File: config.mk
export PLATFORM = sky130hd
export DESIGN_NAME = endec_job_ctrl
export DESIGN_NICKNAME = d
export VERILOG_FILES = /design/src/rtl/endec_job_ctrl.sv
export SDC_FILE = /design/constraint.sdc
export NUM_CORES = 1
export LEC_CHECK = 0
export BUFFER_PORTS_ARGS = -buffer_cell sky130_fd_sc_hd__buf_2
export CORE_MARGIN = 2
export CORE_UTILIZATION = 45
export CTS_BUF_LIST = sky130_fd_sc_hd__clkbuf_4
export CTS_CLUSTER_SIZE = 16
export DETAILED_ROUTE_END_ITERATION = 12
export GPL_TIMING_DRIVEN = 0
export HOLD_SLACK_MARGIN = 0.08
export PLACE_DENSITY = 0.84
export SETUP_SLACK_MARGIN = 0.15
export SYNTH_ARGS = -nofsm -noshare
export SYNTH_HDL_FRONTEND = slang
export SYNTH_SLANG_ARGS = --single-unit
File: constraint.sdc
create_clock -name sys_clk -period 2.45 [get_ports sys_clk]
set_clock_uncertainty 0.1 [all_clocks]
set_input_delay 0.3675 -clock sys_clk [delete_from_list [all_inputs] [get_ports sys_clk]]
set_output_delay 0.3675 -clock sys_clk [all_outputs]
set_load 0.05 [all_outputs]
File: src/rtl/endec_job_ctrl.sv
// endec_job_ctrl: one-job-at-a-time sequencer that configures, resets and drives the endec core and returns its result
module endec_job_ctrl #(
    parameter int CR_W    = 3,
    parameter int K_W     = 9,
    parameter int TB_W    = 16,
    parameter int FL      = 8,
    parameter int TIMEOUT = 64
) (
    input  logic                 sys_clk,
    input  logic                 rst,
    input  logic                 job_valid,
    output logic                 job_ready,
    input  logic                 job_mode,
    input  logic                 job_code_rate,
    input  logic [1:0]           job_constr_len,
    input  logic [CR_W*K_W-1:0]  job_gen_poly,
    input  logic [TB_W-1:0]      job_data,
    output logic                 res_valid,
    input  logic                 res_ready,
    output logic [FL*CR_W-1:0]   res_data,
    output logic                 res_err,
    output logic                 core_rst_n,
    output logic                 core_en,
    output logic                 core_code_rate,
    output logic [1:0]           core_constr_len,
    output logic [K_W-1:0]       core_gen_poly [CR_W],
    output logic                 core_mode_sel,
    output logic                 core_encoder_bit,
    output logic [TB_W-1:0]      core_decoder_data_frame,
    input  logic [CR_W-1:0]      core_encoder_data,
    input  logic                 core_encoder_done,
    input  logic [FL-1:0]        core_decoder_data,
    input  logic                 core_decoder_done
);
    localparam int CNT_W = $clog2(FL);
    localparam int TO_W = $clog2(TIMEOUT);
    localparam int RD_W = FL * CR_W;
    localparam logic ENCODE_MODE = 1'b0;

    typedef enum logic [2:0] {IDLE, CRST, ENC, DEC, RESP} state_t;
    state_t state, state_d;

    logic [CNT_W-1:0] cnt;
    logic [TO_W-1:0] tmo;
    logic [CR_W*K_W-1:0] gen_q;
    logic accept, done, expire;

    for (genvar g = 0; g < CR_W; g++) begin : g_poly
        assign core_gen_poly[g] = gen_q[g*K_W +: K_W];
    end

    assign accept = (state == IDLE) && job_valid;
    assign done = ((state == ENC) && core_encoder_done) || ((state == DEC) && core_decoder_done);
    assign expire = ((state == ENC) || (state == DEC)) && !done && (tmo == TO_W'(TIMEOUT - 1));
    assign job_ready = (state == IDLE);
    assign res_valid = (state == RESP);
    assign core_en = (state == ENC) || (state == DEC);
    // the core stays in reset during the per-job pulse and after an abort
    assign core_rst_n = rst && (state != CRST) && !((state == RESP) && res_err);
    assign core_encoder_bit = (state == ENC) && core_decoder_data_frame[cnt];

    always_ff @(posedge sys_clk or negedge rst) begin
        if (!rst) state <= IDLE;
        else state <= state_d;
    end

    always_comb begin
        state_d = state;
        case (state)
            IDLE: state_d = job_valid ? CRST : IDLE;
            CRST: state_d = (core_mode_sel == ENCODE_MODE) ? ENC : DEC;
            ENC:  state_d = ((done && cnt == '0) || expire) ? RESP : ENC;
            DEC:  state_d = (done || expire) ? RESP : DEC;
            RESP: state_d = res_ready ? IDLE : RESP;
            default: state_d = IDLE;
        endcase
    end

    always_ff @(posedge sys_clk or negedge rst) begin
        if (!rst) begin
            res_data <= '0;
            res_err <= 1'b0;
            cnt <= '0;
            tmo <= '0;
            gen_q <= '0;
            core_code_rate <= 1'b0;
            core_constr_len <= '0;
            core_mode_sel <= 1'b0;
            core_decoder_data_frame <= '0;
        end else if (accept) begin
            res_data <= '0;
            res_err <= 1'b0;
            gen_q <= job_gen_poly;
            core_code_rate <= job_code_rate;
            core_constr_len <= job_constr_len;
            core_mode_sel <= job_mode;
            core_decoder_data_frame <= job_data;
        end else if (state == CRST) begin
            cnt <= CNT_W'(FL - 1);
            tmo <= '0;
        end else if (core_en) begin
            tmo <= done ? '0 : tmo + 1'b1;
            if (expire) res_err <= 1'b1;
            if (done && state == ENC) begin
                res_data <= {res_data[RD_W-CR_W-1:0], core_encoder_data};
                if (cnt != '0) cnt <= cnt - 1'b1;
            end
            if (done && state == DEC) res_data <= {{(RD_W-FL){1'b0}}, core_decoder_data};
        end
    end
endmodule

# Yosys cells after proc, flatten, opt, wreduce, memory -nomap -nowiden
# Index checks and enable logic that the tools add are counted.
# word_totals
in_bits,64
regBits,84
output_inout_bits,77
wordCells,76
# classes
muxes,24
bitwise_logic,1
n_lt_le_gt_ge,1
addsub,2
eq_ne,7
n_reduce_logical,31
# op_table
operator,n
24-bit two-way mux,5
3-bit two-way mux,7
6-bit two-way mux,3
3-bit one-hot mux with 5 select lines,1
1-bit logical AND,12
2-bit nonzero test,5
1-bit two-way mux,7
6-bit by 1-bit adder with 6-bit output (second input constant),1
3-bit by 2-bit == test with 1-bit output (second input constant),2
6-bit == test (second input constant),1
3-bit logical NOT,2
3-bit AND reduction,2
3-bit nonzero test,2
3-bit by 5-bit < comparator with 1-bit output (second input constant),1
1-bit logical OR,4
4-bit AND reduction,1
1-bit binary-select mux with 3-bit select,1
3-bit by 1-bit == test with 1-bit output (second input constant),1
3-bit == test (second input constant),1
3-bit by 1-bit != test with 1-bit output (second input constant),1
3-bit by 1-bit subtractor with 3-bit output (second input constant),1
1-bit logical NOT,2
2-bit != test (second input constant),1
2-bit AND reduction,1
1-bit NOT,1

# Logic depth before layout (Yosys ltp)
# logic_depth
depth_word,10
depth_mapped,6
mapped_depth_nobuf,6

# Worst setup path before layout
# No wires, ideal clock.
# synth_path
kind,register -> register
startpoint,register state[2]
endpoint,register core_code_rate
path_buffers,2
path_slack_ns,-0.099
setup_time_ns,0.118
path_stages_with_launch,7
synth_period_minus_slack_ns,2.549
arrival_ns,2.331
t_required_ns,2.232
cell_sequence,dfrtp_1 nor3_1 nand2_1 buf_2 clkbuf_1 nand2_1 nand2_1
# synth_via
elab_chain_len,2
# synth_rtl
element,line_no,text
"start, declared",41,"state_t state, state_d;"
"start signal, assigned",64,else state <= state_d;
3-bit logical NOT,--,
named net job_ready,12,"output logic job_ready,"
1-bit logical AND,52,assign accept = (state == IDLE) && job_valid;
"end signal, assigned",94,core_code_rate <= job_code_rate;
"end, declared",24,"output logic core_code_rate,"
# The timed path passes the listed nets, and every way through them passes these cells.
# A chain may end at the register's enable or synchronous reset.

# Worst setup path in the final report
# layout_path
startpoint,register cnt[0]
endpoint,output port core_encoder_bit
# layout_via
elab_chain_len,3
# layout_rtl
element,line_no,text
"start, declared",43,logic [CNT_W-1:0] cnt;
"start signal, assigned",99,cnt <= CNT_W'(FL - 1);
"start signal, assigned",106,if (cnt != '0) cnt <= cnt - 1'b1;
1-bit binary-select mux with 3-bit select,60,assign core_encoder_bit = (state == ENC) && core_decoder_data_frame[cnt];
1-bit two-way mux (not written as such),60,
1-bit logical AND,60,
"end, declared",28,"output logic core_encoder_bit,"
# Every way passes these cells. The select of a mux whose other input is x is not followed.

==> flow_metrics.env <==
export IMPL_worstPathArrival_ns=1.73
export IMPL_endpoint_kind="primary output"
export IMPL_stdcell_count=663
export IMPL_nets=623
export IMPL_yosysMostFrequentCell="nand2_1"
export IMPL_fmax_mhz=455
export IMPL_status="finished, final reports clean"
export IMPL_rsz0062_at_grt="no"
export IMPL_drive_above_1_share_pct=33.2
export IMPL_htree_num_levels=3
export IMPL_route_detailed_drc=0
export IMPL_wirelength_um=9820
export IMPL_cts_sinks=84
export IMPL_slew_headroom_pct=59.2
export IMPL_netlist_instances=353
export IMPL_diodes=0
export IMPL_via_per_inst=5.10
export IMPL_ys_ff_latch=84
export IMPL_ys_seq_area_share_pct=59.4
export IMPL_synth_ff_type="dfrtp_1"
export IMPL_period_share_pct=89.7
export IMPL_slew_viol_final=0
export IMPL_routabilityCongestion=0.814
export IMPL_syn_area_per_cell_um2=10.0
export IMPL_path_clk_slew_ns=0.15
export IMPL_cap_violations=0
export IMPL_grt_use_total_pct=24.2
export IMPL_dp_cells=596
export IMPL_die_area_um2=8590
export IMPL_period_needed_ns=2.20
export IMPL_synthTopCellsByArea="dfrtp_1, nand2_1, a22o_1, a21o_1, buf_2"
export IMPL_p_leak_nw=2.86
export IMPL_rows=32
export IMPL_cp_required_ns=1.98
export IMPL_async_flop_share_pct=100
export IMPL_cts_made_buffers=9
export IMPL_crit_family="multiplexers"
export IMPL_synthDistinctLibCells=39
export IMPL_crit_buf_inv=1
export IMPL_worstMarginPinSlew_ns=0.611
export IMPL_crit_type="flip-flop to primary output"
export IMPL_cp_slowest_stage_delay_ns=0.50
export IMPL_crit_path_max_fanout=3
export IMPL_power_density_nw_per_um2=1390
export IMPL_initial_core_util_pct=46.0
export IMPL_fill_cells=624
export IMPL_grt_max_degree=45
export IMPL_die_w_um=92.7
export IMPL_yosysTopAreaCell="dfrtp_1"
export IMPL_synth_edf_count=0
export IMPL_io_pins=141
export IMPL_yosysTopAreaCellShare_pct=59.4
export IMPL_setup_violations=0
export IMPL_dr_pass1_iters=5
export IMPL_hold_path_class="input port to flip-flop"
export IMPL_antenna_found_initial=0
export IMPL_cp_cell_sequence="mux4_2 -> mux2i_1 -> nor3_2 -> buf_6"
export IMPL_wl_per_cell_um=14.8
export IMPL_hold_viol_final=0
export IMPL_cts_tree="built"
export IMPL_die_h_um=92.7
export IMPL_ctsRootBufferMaster="clkbuf_4"
export IMPL_grt_first_pass_wirelength_um=16300
export IMPL_clock_latency_ns=0.41
export IMPL_synth_area_um2=3540
export IMPL_crit_slowest_cell="mux4_2"
export IMPL_io_buffers=140
export IMPL_vias=3380
export IMPL_hpwlAfterDp_um=6180
export IMPL_clock_path_buffers=2
export IMPL_synthTopCellsByCount="nand2_1, dfrtp_1, a22o_1, buf_2, a21o_1"
export IMPL_ir_drop_mv=0.955
export IMPL_overflow=0
export IMPL_coreArea_um2=7690
export IMPL_cp_start_kind="flip-flop"
export IMPL_synth_nets=420
export IMPL_grt_pass1_vias=3391
export IMPL_area_growth_pct=43.5
export IMPL_drtAntennaViolNets=0
export IMPL_finalPower_mw=7.03
export IMPL_drt_initial_drc_count=125
export IMPL_yosysWarningCount=0
==> flip-flops by register name (all words and copies together), names as in the netlist <==
name	flops
tmo	6
state	3
core_constr_len	2
gen_q	27
core_decoder_data_frame	16
res_err	1
cnt	3
res_data	24
core_mode_sel	1
core_code_rate	1
==> kinds of logic (layout without fill, tap and decap cells) <==
logic type               after synthesis  count (layout)  share of synthesized area (%)
AO/OA/AOI/OAI                         56              56                           12.9
adder cells (fa/ha/maj)                3               3                           1.06
buffers and inverters                 24             232                           3.22
AND/OR/NAND/NOR                      179             179                           20.6
flip-flops                            84              84                           59.4
multiplexers                           7               7                           2.79
==> report_power, final <==
part	internal, mW	leakage, nW	switching, mW
sequential	1.90	1.07	0.359
combinational	1.02	1.71	2.92
clock	0.327	0.0792	0.504
==> per-layer routing <==
metal  track usage (%)  vias to the layer above  routed length, um
li1                  -                     1590                  -
met1              29.9                     1623               3970
met2              41.3                      144               4920
met3              5.37                       23                643
met4              10.0                        0                286
met5                 0                        -                  0
==> worst paths after layout <==
check / start / end / slack, ns / cells past startpoint
max: cnt[0]$_DFFE_PN0P_ / core_encoder_bit / 0.25 / 4
min: core_decoder_data[3] / res_data[3]$_DFFE_PN0P_ / 0.13 / 3
max reg2reg: state[0]$_DFF_PN0_ / res_data[13]$_DFFE_PN0P_ / 0.67 / 5
min reg2reg: gen_q[3]$_DFFE_PN0N_ / gen_q[3]$_DFFE_PN0N_ / 0.39 / 2
max in group asynchronous: rst / gen_q[3]$_DFFE_PN0N_ / 1.67 / 3
min in group asynchronous: rst / core_decoder_data_frame[0]$_DFFE_PN0N_ / 0.37 / 3
==> repair_timing <==
item | 4_1_cts | 5_1_grt
buffers inserted | 1 | 0
hold endpoints to repair | 88 | 0
cloned | 0 | 0
gates resized for setup | 1 | 7
hold buffers | 50 | 0
endpoints found under the setup margin | 1 | 3
==> worst min-delay path: stages <==
cell	delay, ns
buf_2	0.08
a22o_1	0.11
a21o_1	0.07
==> layout make-up <==
class	count	area (um2)	area share (%)
clock buffer	9	67.6	1.33
timing repair buffer	192	1250	24.6
tap	102	128	2.51
multi-input combinational	245	1330	26.2
sequential	84	2100	41.4
buffer	17	88.8	1.75
clock inverter	7	80.1	1.58
inverter	7	26.3	0.517
==> placed cells by master (no fill, tap or decap), drive strengths merged, types with 3 or more instances in the layout <==
cell / n
clkbuf: 14
and2: 3
inv: 11
dlygate4sd3: 49
nor3: 4
ha: 3
a22o: 24
nor2: 7
buf: 155
o31ai: 4
mux2i: 5
a21o: 9
nand2b: 4
dfrtp: 84
nand2: 152
o21ai: 4
a22oi: 3
==> stage by stage <==
stage	hold slack (ns)	util [%]	setup TNS, ns	instance area [um2]	setup WS, ns
after detailed placement	0.288	57.2	0	4400	0.572
after global routing	0.0940	66.0	0	5080	0.156
final	0.125	66.0	0	5080	0.251
after floorplan	-0.0281	-	0	3550	0.211
after global placement	0.354	56.9	-0.335	4380	-0.335
after CTS	0.0870	65.9	0	5070	0.165
No activity file was read; power rests on OpenSTA's default activity.
